File: config.mk
export PLATFORM = sky130hd
export DESIGN_NAME = regfile_wb_arbiter
export DESIGN_NICKNAME = d
export VERILOG_FILES = /design/src/rtl/regfile_wb_arbiter.sv
export SDC_FILE = /design/constraint.sdc
export NUM_CORES = 1
export LEC_CHECK = 0
export CAP_MARGIN = 20
export CORE_MARGIN = 2
export CORE_UTILIZATION = 43
export DETAILED_ROUTE_END_ITERATION = 10
export PLACE_DENSITY = 0.88
export SLEW_MARGIN = 25
export SYNTH_ARGS = -nofsm -noshare
export SYNTH_HDL_FRONTEND = slang
export SYNTH_SLANG_ARGS = --single-unit
File: constraint.sdc
create_clock -name clk_i -period 11.5 [get_ports clk_i]
set_input_delay 2.3 -clock clk_i [delete_from_list [all_inputs] [get_ports clk_i]]
set_output_delay 2.3 -clock clk_i [all_outputs]
set_load 0.05 [all_outputs]
File: src/rtl/regfile_wb_arbiter.sv
// +----------------------------------------------------------------------------+
// | regfile_wb_arbiter                                                         |
// | Round-robin arbiter sharing the register-file write port between sources.  |
// | Rev 1.0 - initial release                                                  |
// +----------------------------------------------------------------------------+
`default_nettype none

module regfile_wb_arbiter #(
  parameter int DATA_BITS = 32,
  parameter int NUM_REQ   = 4
) (
  input  logic                           clk_i,
  input  logic                           reset_i,
  input  logic [NUM_REQ-1:0]             req_valid_i,
  output logic [NUM_REQ-1:0]             req_ready_o,
  input  logic [NUM_REQ*5-1:0]           req_rd_i,
  input  logic [NUM_REQ*DATA_BITS-1:0]   req_data_i,
  input  logic                           hold_i,
  output logic                           wr_en_o,
  output logic [4:0]                     wr_sel_o,
  output logic [DATA_BITS-1:0]           wr_data_o,
  output logic [2:0]                     last_grant_o
);

  logic [2:0]           rr_ptr_q, rr_ptr_d;
  logic                 wr_en_q, wr_en_d;
  logic [4:0]           wr_sel_q, wr_sel_d;
  logic [DATA_BITS-1:0] wr_data_q, wr_data_d;
  logic [2:0]           last_grant_q, last_grant_d;

  logic [2:0]           w_ptr_eff;
  logic [2:0]           w_grant_idx;
  logic                 w_found;
  logic                 w_xfer;
  logic [4:0]           w_sel_rd;
  logic [DATA_BITS-1:0] w_sel_data;

  // Out-of-range pointer encodings fall back to requester 0.
  assign w_ptr_eff = ({1'b0, rr_ptr_q} >= 4'(NUM_REQ)) ? 3'd0 : rr_ptr_q;

  always_comb begin
    logic [3:0] sum;
    logic [2:0] idx;
    w_found     = 1'b0;
    w_grant_idx = 3'd0;
    for (int k = 0; k < NUM_REQ; k++) begin
      sum = {1'b0, w_ptr_eff} + 4'(k);
      if (sum >= 4'(NUM_REQ)) begin
        sum = sum - 4'(NUM_REQ);
      end
      idx = sum[2:0];
      for (int j = 0; j < NUM_REQ; j++) begin
        if (!w_found && idx == 3'(j) && req_valid_i[j]) begin
          w_found     = 1'b1;
          w_grant_idx = idx;
        end
      end
    end
  end

  assign w_xfer = w_found && !hold_i && !reset_i;

  always_comb begin
    req_ready_o = '0;
    w_sel_rd    = 5'd0;
    w_sel_data  = '0;
    for (int j = 0; j < NUM_REQ; j++) begin
      if (w_grant_idx == 3'(j)) begin
        req_ready_o[j] = w_xfer;
        w_sel_rd       = req_rd_i[5*j +: 5];
        w_sel_data     = req_data_i[DATA_BITS*j +: DATA_BITS];
      end
    end
  end

  always_comb begin
    rr_ptr_d     = rr_ptr_q;
    wr_en_d      = 1'b0;
    wr_sel_d     = wr_sel_q;
    wr_data_d    = wr_data_q;
    last_grant_d = last_grant_q;
    if (w_xfer) begin
      rr_ptr_d     = ({1'b0, w_grant_idx} == 4'(NUM_REQ - 1)) ? 3'd0 : w_grant_idx + 3'd1;
      last_grant_d = w_grant_idx;
      wr_sel_d     = w_sel_rd;
      wr_data_d    = w_sel_data;
      // x0 writes complete the handshake but never reach the register file.
      wr_en_d      = (w_sel_rd != 5'd0);
    end
  end

  always_ff @(posedge clk_i or posedge reset_i) begin
    if (reset_i) begin
      rr_ptr_q     <= 3'd0;
      wr_en_q      <= 1'b0;
      wr_sel_q     <= 5'd0;
      wr_data_q    <= '0;
      last_grant_q <= 3'd0;
    end else begin
      rr_ptr_q     <= rr_ptr_d;
      wr_en_q      <= wr_en_d;
      wr_sel_q     <= wr_sel_d;
      wr_data_q    <= wr_data_d;
      last_grant_q <= last_grant_d;
    end
  end

  assign wr_en_o      = wr_en_q;
  assign wr_sel_o     = wr_sel_q;
  assign wr_data_o    = wr_data_q;
  assign last_grant_o = last_grant_q;

endmodule

`default_nettype wire
==> impl_metrics.tcl, run 1 <==
set metrics [dict create \
    synth-seq-cells 44 \
    yosysSeqAreaShare_pct 30.8 \
    ys.warnings.count 0 \
    fp.dieH_microns 95.2 \
    initial_core_util_pct 44.0 \
    final_cell_area_sq_mm 0.00571 \
    num_io_pins 200 \
    yosys_most_used_dff "sky130_fd_sc_hd__dfrtp_1" \
    die_w_microns 95.2 \
    maxClockFrequency_ghz 0.116 \
    report.final.slew_viol_count 0 \
    routed_wire_length_per_instance_microns 16.8 \
    max_slew.worst_pin.slew_ns 0.878 \
    cts_tree "done" \
    cts.repair.resized 0 \
    ff2ff_path_depth 15 \
    finalWorstPathRequiredPeriod_ns 8.59 \
    critical-path-slowest-cell "sky130_fd_sc_hd__clkdlybuf4s50_1" \
    fin_skew_ns 0.00805 \
    post_synth_instance_area_sq_mm 0.00358 \
    synth_fp_nets 593 \
    critPathLaunchType "input pin" \
    post_synthesis_mean_instance_area_sq_um 8.38 \
    nets 761 \
    outcome "complete, no violations" \
    synth-async-reset-ratio_pct 100 \
    layout.cells.non_filler 701 \
    root_buffer_cell "sky130_fd_sc_hd__clkbuf_8" \
    post-dp-hpwl_microns 8520 \
    grt_setup_unrepaired "no" \
    critical_path.reg2reg.endpoint "wr_sel_o[0]" \
    hp-start "wr_sel_o[4]" \
    fillerInstances 640 \
    cp_slowest_stage_delay_ns 0.80 \
    final_antenna_net_count 0 \
    cts.path.max_buffers 2 \
    critical_path_arrival_ns 6.29 \
    area_delta_synth_final_pct 59.6 \
    worst-r2r-setup-slack_ns 6.45 \
    cts_buffers 5 \
    number_of_flops_mapped_to_enable_cells_by_yosys 0 \
    period_share_pct 74.7 \
    grt_max_degree 78 \
    end_kind "primary output" \
    detail_route.iter0.violations 162 \
    final_layout_size_suffix_gt1_share_pct 4.53 \
    timing.max_slew.rel_slack_pct 41.4 \
    holdPathStages 1 \
    worst_r2r_startpoint "rr_ptr_q[2]" \
    core_area_sq_mm 0.00813 \
    critical_path.cell_chain "clkdlybuf4s50_1, a222oi_1, a2111oi_0, a211oi_1, o21ai_0, inv_1, ha_4, and3_1, clkdlybuf4s50_1" \
    finalHoldViolCount 0 \
    clock-sinks 44 \
    cp_data_required_time_ns 9.20 \
    drv_cap 0 \
    routabilityCongestion 1.01 \
    num_rows 33 \
    ys_types 42 \
    top_cell_by_count_worst_path "sky130_fd_sc_hd__clkdlybuf4s50_1" \
    hold_path_end "wr_sel_o[4]" \
    grt_pass1_vias 4004 \
    worst_min_delay_path_category "reg2reg" \
    drt_pass1_iterations 5 \
    insertion_delay_ns 0.28 \
    post-cts-setup-buffers 0 \
    grt-ovfl-total 0 \
    worstPathMaxFanout 75 \
    portBuffers 199 \
    vias_per_cell 5.77 \
    vias 4042 \
    htreeDepth 2 \
    fin_tns_setup_ns 0 \
    cts_hold_repair_buffers 0 \
    post_synth_inst_count 427 \
    globalRouteTotalUtil_pct 25.0 \
    dpl_cell_area_sq_mm 0.00558 \
    clk_pin_slew_ns 0.07 \
    floorplan_die_area_sq_mm 0.00907 \
    setup_viol_count_final 0 \
    finalWirelength_microns 11800 \
    grt_antenna_before_repair 0 \
    route.detailed.drc 0 \
    num_antenna_cells 0 \
    placed_cells 693 \
    grt_pass1_wl_microns 18400 \
    path_class "in2out" \
]
[worst max-delay path by stage]
stage / start / slack [ns] / to
3_5_place_dp: req_valid_i[1] / 2.59 / req_ready_o[2]
3_3_place_gp: req_valid_i[1] / 2.97 / req_ready_o[2]
5_1_grt: req_valid_i[1] / 2.77 / req_ready_o[2]
6_report: req_valid_i[1] / 2.91 / req_ready_o[2]
4_1_cts: req_valid_i[1] / 2.60 / req_ready_o[2]
2_1_floorplan: req_valid_i[3] / 4.14 / req_ready_o[1]
[stage by stage]
step / hold slack [ns] / util (%) / setup slack [ns]
after detailed placement: 0.481 / 68.5 / 2.59
after floorplan: 0.488 / - / 4.14
final: 0.497 / 70.2 / 2.91
after global routing: 0.507 / 70.2 / 2.77
after CTS: 0.497 / 70.1 / 2.60
after global placement: 0.475 / 68.5 / 2.97
[worst max-delay path: cells and delay by family]
family | cells | cell delay [ns]
AND/OR/NAND/NOR | 1 | 0.26
adder cells (fa/ha/maj) | 1 | 0.56
buffers and inverters | 3 | 1.50
AO/OA/AOI/OAI | 4 | 1.60
[sequential cells by signal (all words and copies together) (netlist names)]
name          cells
wr_data_o        32
last_grant_o      3
wr_en_o           1
wr_sel_o          5
rr_ptr_q          3
[Yosys cell counts, drive strengths merged, types with 5 or more instances]
cell	count	area [sq um]
a21oi	9	45.0
nand2b	5	31.3
a211oi	66	495
nor2b	40	250
dfrtp	44	1100
a22o	5	43.8
a221oi	38	333
inv	40	150
clkbuf	33	124
buf	12	63.8
nand2	37	139
o31ai	33	248
ha	11	138
nor3	7	57.6
[cells by family (layout without fill, tap and decap cells)]
kind of cell,Yosys count,in the layout,share of synthesized area [%]
multiplexers,4,4,1.19
buffers and inverters,85,254,9.44
flip-flops,44,44,30.8
AO/OA/AOI/OAI,179,179,39.0
AND/OR/NAND/NOR,104,104,15.8
adder cells (fa/ha/maj),11,11,3.84
[routing by layer]
metal | track usage (%) | vias up | wire length, microns | part of all wire (%)
li1 | - | 1951 | - | -
met1 | 29.4 | 1877 | 4640 | 39
met2 | 45.8 | 201 | 5800 | 49
met3 | 6.56 | 13 | 1240 | 11
met4 | 4.59 | 0 | 105 | 0.89
met5 | 0 | - | 0 | 0
[cells in the final DEF (no fill, tap or decap), types with 3 or more instances in the layout]
| cell | count |
|---|---|
| sky130_fd_sc_hd__buf_4 | 7 |
| sky130_fd_sc_hd__nor3_1 | 5 |
| sky130_fd_sc_hd__o21ai_0 | 3 |
| sky130_fd_sc_hd__a22o_1 | 5 |
| sky130_fd_sc_hd__nand2b_1 | 5 |
| sky130_fd_sc_hd__o31ai_1 | 33 |
| sky130_fd_sc_hd__nand2_1 | 37 |
| sky130_fd_sc_hd__ha_1 | 9 |
| sky130_fd_sc_hd__a21oi_1 | 9 |
| sky130_fd_sc_hd__clkdlybuf4s50_1 | 199 |
| sky130_fd_sc_hd__and3_1 | 3 |
| sky130_fd_sc_hd__o2bb2ai_1 | 4 |
| sky130_fd_sc_hd__inv_1 | 39 |
| sky130_fd_sc_hd__a221oi_1 | 38 |
| sky130_fd_sc_hd__clkbuf_8 | 7 |
| sky130_fd_sc_hd__a211oi_1 | 66 |
| sky130_fd_sc_hd__nor2_1 | 4 |
| sky130_fd_sc_hd__dfrtp_1 | 44 |
| sky130_fd_sc_hd__a21o_1 | 3 |
| sky130_fd_sc_hd__or2_2 | 4 |
| sky130_fd_sc_hd__nor2b_1 | 39 |
[cell type report]
type / instances / area, sq um / area share, %
multi-input cells: 298 / 2160 / 37.8
flip-flops and latches: 44 / 1100 / 19.3
well taps: 105 / 131 / 2.30
clock buffers: 7 / 96.3 / 1.69
inverters: 40 / 151 / 2.65
repair buffers: 206 / 2040 / 35.8
clock inverters: 1 / 30.0 / 0.526
Power of run 1 is not shown: default switching activity piles up to over one toggle a cycle in this logic, so the estimate is an artifact.
==> run 2: changes to the inputs <==
--- a/config.mk
+++ b/config.mk
@@ -7,9 +7,9 @@
 export LEC_CHECK = 0
 export CAP_MARGIN = 20
 export CORE_MARGIN = 2
-export CORE_UTILIZATION = 43
+export CORE_UTILIZATION = 39
 export DETAILED_ROUTE_END_ITERATION = 10
-export PLACE_DENSITY = 0.88
+export PLACE_DENSITY = 0.81
 export SLEW_MARGIN = 25
 export SYNTH_ARGS = -nofsm -noshare
 export SYNTH_HDL_FRONTEND = slang
==> constraint.sdc (replaced) <==
create_clock -name clk_i -period 8.5 [get_ports clk_i]
set_input_delay 1.7 -clock clk_i [delete_from_list [all_inputs] [get_ports clk_i]]
set_output_delay 1.7 -clock clk_i [all_outputs]
set_load 0.05 [all_outputs]
==> run 2 against run 1 <==
Against the previous run: non-clock buffer count increased by 1; via count rose by 1.6%; register-to-register slack got worse by 3.2 ns; highest routed layer unchanged; sequential cell count unchanged; clock skew shrank 0.0033 ns.
==> impl_metrics.tcl, run 2 (synthesis results as in run 1) <==
set metrics [dict create \
    vias_per_cell 5.84 \
    max_ffs_per_register 32 \
    critical_path.startpoint "req_valid_i[3]" \
    htreeDepth 2 \
    nets 762 \
    fp.dieH_microns 99.8 \
    drt_pass1_iterations 6 \
    cts_buffers 5 \
    grt_pass1_wl_microns 20000 \
    outcome "complete, no violations" \
    clk_pin_slew_ns 0.09 \
    die_w_microns 99.8 \
    cts.path.max_buffers 2 \
    timing.critical_path.to "req_ready_o[3]" \
    end_kind "primary output" \
    worst_r2r_startpoint "rr_ptr_q[2]" \
    num_antenna_cells 0 \
    grt_setup_unrepaired "no" \
    period_share_pct 81.6 \
    floorplan_die_area_sq_mm 0.00996 \
    ff2ff_path_depth 15 \
    report.final.slew_viol_count 0 \
    globalRouteTotalUtil_pct 24.5 \
    max_slew.worst_pin.slew_ns 0.764 \
    core_area_sq_mm 0.00881 \
    worst-r2r-setup-slack_ns 3.29 \
    finalWirelength_microns 12500 \
    insertion_delay_ns 0.29 \
    critical_path_depth 10 \
    grt_max_degree 78 \
    area_delta_synth_final_pct 58.4 \
    final_layout_size_suffix_gt1_share_pct 4.53 \
    grt_antenna_before_repair 0 \
    grt-ovfl-total 0 \
    portBuffers 199 \
    num_io_pins 200 \
    hp-start "last_grant_o[2]" \
    timing.max_slew.rel_slack_pct 49.0 \
    cts.repair.resized 0 \
    cts_hold_repair_buffers 0 \
    fin_skew_ns 0.00475 \
    final_cell_mix "sky130_fd_sc_hd__clkdlybuf4s50_1, sky130_fd_sc_hd__a211oi_1, sky130_fd_sc_hd__dfrtp_1" \
    path_class "in2out" \
    timing.critical_path.buf_inv 2 \
    critical_path.cell_chain "clkdlybuf4s50_1, a22o_1, or2_2, or3_1, o21ai_0, ha_2, o41a_1, o41ai_1, nor2_1, clkdlybuf4s50_1" \
    worst_path_dominant_cell_family "buffers and inverters" \
    num_rows 34 \
    initial_core_util_pct 40.7 \
    maxClockFrequency_ghz 0.144 \
    critical_path.reg2reg.endpoint "wr_data_o[19]" \
    worst_min_delay_path_category "reg2reg" \
    drv_cap 0 \
    critical_path_arrival_ns 5.24 \
    routabilityCongestion 0.968 \
    final_antenna_net_count 0 \
    cts_tree "done" \
    finalWorstPathRequiredPeriod_ns 6.94 \
    layout_commonest_cell "sky130_fd_sc_hd__clkdlybuf4s50_1" \
    setup_viol_count_final 0 \
    top_cell_by_count_worst_path "sky130_fd_sc_hd__clkdlybuf4s50_1" \
    critical-path-slowest-cell "sky130_fd_sc_hd__clkdlybuf4s50_1" \
    routed_wire_length_per_instance_microns 17.8 \
    grt_pass1_vias 4117 \
    worstPathMaxFanout 9 \
    clock-sinks 44 \
    finalHoldViolCount 0 \
    critPathLaunchType "input pin" \
    post-cts-setup-buffers 0 \
    fin_tns_setup_ns 0 \
    fillerInstances 775 \
    cp_data_required_time_ns 6.80 \
    route.detailed.drc 0 \
    detail_route.iter0.violations 149 \
    root_buffer_cell "sky130_fd_sc_hd__clkbuf_8" \
    post-dp-hpwl_microns 9170 \
    vias 4108 \
    cp_slowest_stage_delay_ns 0.81 \
]
==> run 2: changes by cell type in the layout (fill, tap and decap cells not counted), sizes merged <==
cell / delta
bufinv: -1
clkinv: +1
clkinvlp: +1
buf: +1
clkbuf: -2
==> run 2: metal layers <==
layer,wire length (microns),GRT usage [%],vias to the layer above
li1,-,-,1957
met1,5070,30.0,1948
met2,6150,43.1,177
met3,1000,5.15,26
met4,291,8.01,0
met5,0,0,-
==> run 2: final cells by class <==
class                           instances  area, sq um  area share (%)
Clock inverter                          2         12.5           0.221
Multi-Input combinational cell        298         2150            37.9
Tap cell                              108          135            2.38
Inverter                               40          151            2.67
Sequential cell                        44         1100            19.4
Clock buffer                            5         68.8            1.21
Timing Repair Buffer                  207         2050            36.2
==> run 2: through the flow <==
step           cell area [sq um]  cells  hold WS (ns)  setup WS [ns]  utilization, %
2_1_floorplan               3580    427         0.488           2.34               -
3_3_place_gp                5590    697         0.472           1.70            63.4
3_5_place_dp                5590    697         0.491           1.65            63.4
4_1_cts                     5670    704         0.511           1.64            64.4
5_1_grt                     5670    704         0.523           1.42            64.4
6_report                    5670    704         0.510           1.56            64.4
==> run 2: worst min-delay path by stage <==
stage | cells past startpoint | slack (ns) | endpoint
5_1_grt | 1 | 0.52 | wr_sel_o[1]
4_1_cts | 1 | 0.51 | last_grant_o[2]
6_report | 1 | 0.51 | last_grant_o[2]
3_3_place_gp | 1 | 0.47 | wr_sel_o[1]
3_5_place_dp | 1 | 0.49 | last_grant_o[2]
2_1_floorplan | 2 | 0.49 | rr_ptr_q[0]
==> run 2: worst reg2reg max path: cells and delay by family (launching register included) <==
family,cells,cell delay (ns)
fa+ha+maj,2,0.60
flops,1,0.41
buf+inv,3,0.89
simple gates,2,0.97
compound gates,8,2.25
Power of run 2 is left out for the same reason.
==> run 3: changes to the inputs <==
--- a/config.mk
+++ b/config.mk
@@ -7,9 +7,9 @@
 export LEC_CHECK = 0
 export CAP_MARGIN = 20
 export CORE_MARGIN = 2
-export CORE_UTILIZATION = 39
+export CORE_UTILIZATION = 36
 export DETAILED_ROUTE_END_ITERATION = 10
-export PLACE_DENSITY = 0.81
+export PLACE_DENSITY = 0.79
 export SLEW_MARGIN = 25
 export SYNTH_ARGS = -nofsm -noshare
 export SYNTH_HDL_FRONTEND = slang
==> constraint.sdc (replaced) <==
create_clock -name clk_i -period 6.3 [get_ports clk_i]
set_input_delay 1.26 -clock clk_i [delete_from_list [all_inputs] [get_ports clk_i]]
set_output_delay 1.26 -clock clk_i [all_outputs]
set_load 0.05 [all_outputs]
==> run 3 against run 2 <==
Against the previous run: sequential share of layout area decreased by 0.25 points; via count about the same; global-route usage decreased by 0.81 points; clock skew increased by 0.00078 ns; non-clock buffer count increased by 4; register-to-register slack got worse by 1.8 ns; hold slack got worse by 0.022 ns; worst setup slack got worse by 0.94 ns; core utilization decreased by 5.4 points; die area increased by 8.0%; final cell count increased by 4.3%; cell area increased by 1.3%; critical endpoint is now req_ready_o[1]; highest routed layer unchanged.
==> impl_metrics.tcl, run 3 (synthesis results as in run 1) <==
set metrics [dict create \
    outcome "complete, no violations" \
    fin_skew_ns 0.00553 \
    cp_data_required_time_ns 5.04 \
    num_rows 36 \
    cts_tree "done" \
    layout_commonest_cell "sky130_fd_sc_hd__clkdlybuf4s50_1" \
    grt_antenna_before_repair 0 \
    max_ffs_per_register 32 \
    drt_pass1_iterations 5 \
    initial_core_util_pct 36.8 \
    portBuffers 199 \
    fillerInstances 888 \
    htreeDepth 2 \
    gr-usage-met2_pct 42.1 \
    final_cell_mix "sky130_fd_sc_hd__clkdlybuf4s50_1, sky130_fd_sc_hd__a211oi_1, sky130_fd_sc_hd__dfrtp_1" \
    critical_path_arrival_ns 4.42 \
    area_delta_synth_final_pct 60.4 \
    vias_per_cell 5.59 \
    timing.max_slew.rel_slack_pct 39.6 \
    globalRouteTotalUtil_pct 23.7 \
    max_slew.worst_pin.slew_ns 0.904 \
    finalWorstPathRequiredPeriod_ns 5.68 \
    worstPathMaxFanout 14 \
    finalHoldViolCount 0 \
    route.detailed.drc 0 \
    detail_route.iter0.violations 155 \
    routed_wire_length_per_instance_microns 17.6 \
    nets 766 \
    grt_pass1_wl_microns 21100 \
    cts_buffers 5 \
    fin_tns_setup_ns 0 \
    maxClockFrequency_ghz 0.176 \
    critical-path-slowest-cell "sky130_fd_sc_hd__ha_1" \
    final-seq-area_sq_mm 0.00110 \
    grt_setup_unrepaired "no" \
    fp.dieH_microns 104 \
    footprint_of_the_multi_input_gates_sq_mm 0.00215 \
    grt_max_degree 78 \
    core_area_sq_mm 0.00973 \
    worst_min_delay_path_category "reg2reg" \
    setup_viol_count_final 0 \
    cts.repair.resized 0 \
    cp_slowest_stage_delay_ns 0.60 \
    report.final.slew_viol_count 0 \
    period_share_pct 90.2 \
    post-cts-setup-buffers 0 \
    cts_hold_repair_buffers 0 \
    num_antenna_cells 0 \
    global_route.usage.met3_pct 5.98 \
    clk_pin_slew_ns 0.09 \
    final_antenna_net_count 0 \
    vias 4105 \
    finalWirelength_microns 12900 \
    root_buffer_cell "sky130_fd_sc_hd__clkbuf_8" \
    grt_pass1_vias 4219 \
    critPathLaunchType "input pin" \
    floorplan_die_area_sq_mm 0.0108 \
    insertion_delay_ns 0.30 \
    critical_path.cell_chain "clkdlybuf4s50_1, a22o_1, or2_2, or3_1, o21ai_0, ha_1, and3_1, buf_12" \
    num_io_pins 200 \
    post-dp-hpwl_microns 9660 \
    drv_cap 0 \
    grt-ovfl-total 0 \
    cts.path.max_buffers 2 \
    worst_path_dominant_cell_family "simple AND/OR/NAND/NOR gates" \
    timing.critical_path.buf_inv 2 \
    die_w_microns 104 \
    clock-sinks 44 \
    final_layout_size_suffix_gt1_share_pct 5.66 \
    grt.busiest_layer "met2" \
    groute.layer.met1.usage_pct 28.2 \
    routabilityCongestion 0.860 \
    end_kind "primary output" \
    path_class "in2out" \
]
[run 3: changes by cell type in the layout (fill, tap and decap cells not counted), sizes merged]
cell / before / now
clkinvlp: 1 / 0
clkbuf: 5 / 7
buf: 8 / 16
clkdlybuf4s50: 199 / 195
[run 3: cell type report]
type                    instances  share of cell area, %
clock buffers                   7                   1.33
flip-flops and latches         44                   19.2
repair buffers                211                   36.3
multi-input cells             298                   37.5
well taps                     133                   2.90
clock inverters                 1                  0.153
inverters                      40                   2.64
[run 3: worst paths after layout]
kind	start	end	slack [ns]	depth (start not counted)
worst min-delay path	last_grant_o[2]	last_grant_o[2]	0.49	1
min in group asynchronous	reset_i	last_grant_o[0]	1.43	2
worst max register to register	rr_ptr_q[2]	wr_en_o	1.46	13
max in group asynchronous	reset_i	rr_ptr_q[2]	4.40	2
worst max-delay path	req_valid_i[3]	req_ready_o[1]	0.62	8
worst min register to register	last_grant_o[2]	last_grant_o[2]	0.49	1
[run 3: worst register-to-register path: cells and delay by family (launching register included)]
kind	cells	cell delay (ns)
DFF	1	0.39
buffers and inverters	1	0.24
and+or+nand+nor	5	1.60
AOI/OAI and AO/OA	5	1.59
adders and majority gates	2	0.87
[run 3: metrics by stage]
stage	hold slack [ns]	utilization [%]	std cells	setup WS (ns)	cell area, sq um
after global routing	0.519	59.0	734	0.425	5740
after global placement	0.466	58.1	726	0.785	5660
final	0.489	59.0	734	0.618	5740
after CTS	0.491	59.0	734	0.645	5740
after floorplan	0.488	-	427	1.02	3580
after detailed placement	0.470	58.1	726	0.665	5660
[run 3: layer usage]
layer / vias up / wire length, microns
li1: 1964 / -
met1: 1945 / 5380
met2: 173 / 6370
met3: 23 / 875
met4: 0 / 308
met5: - / 0
Power of run 3 is left out for the same reason.
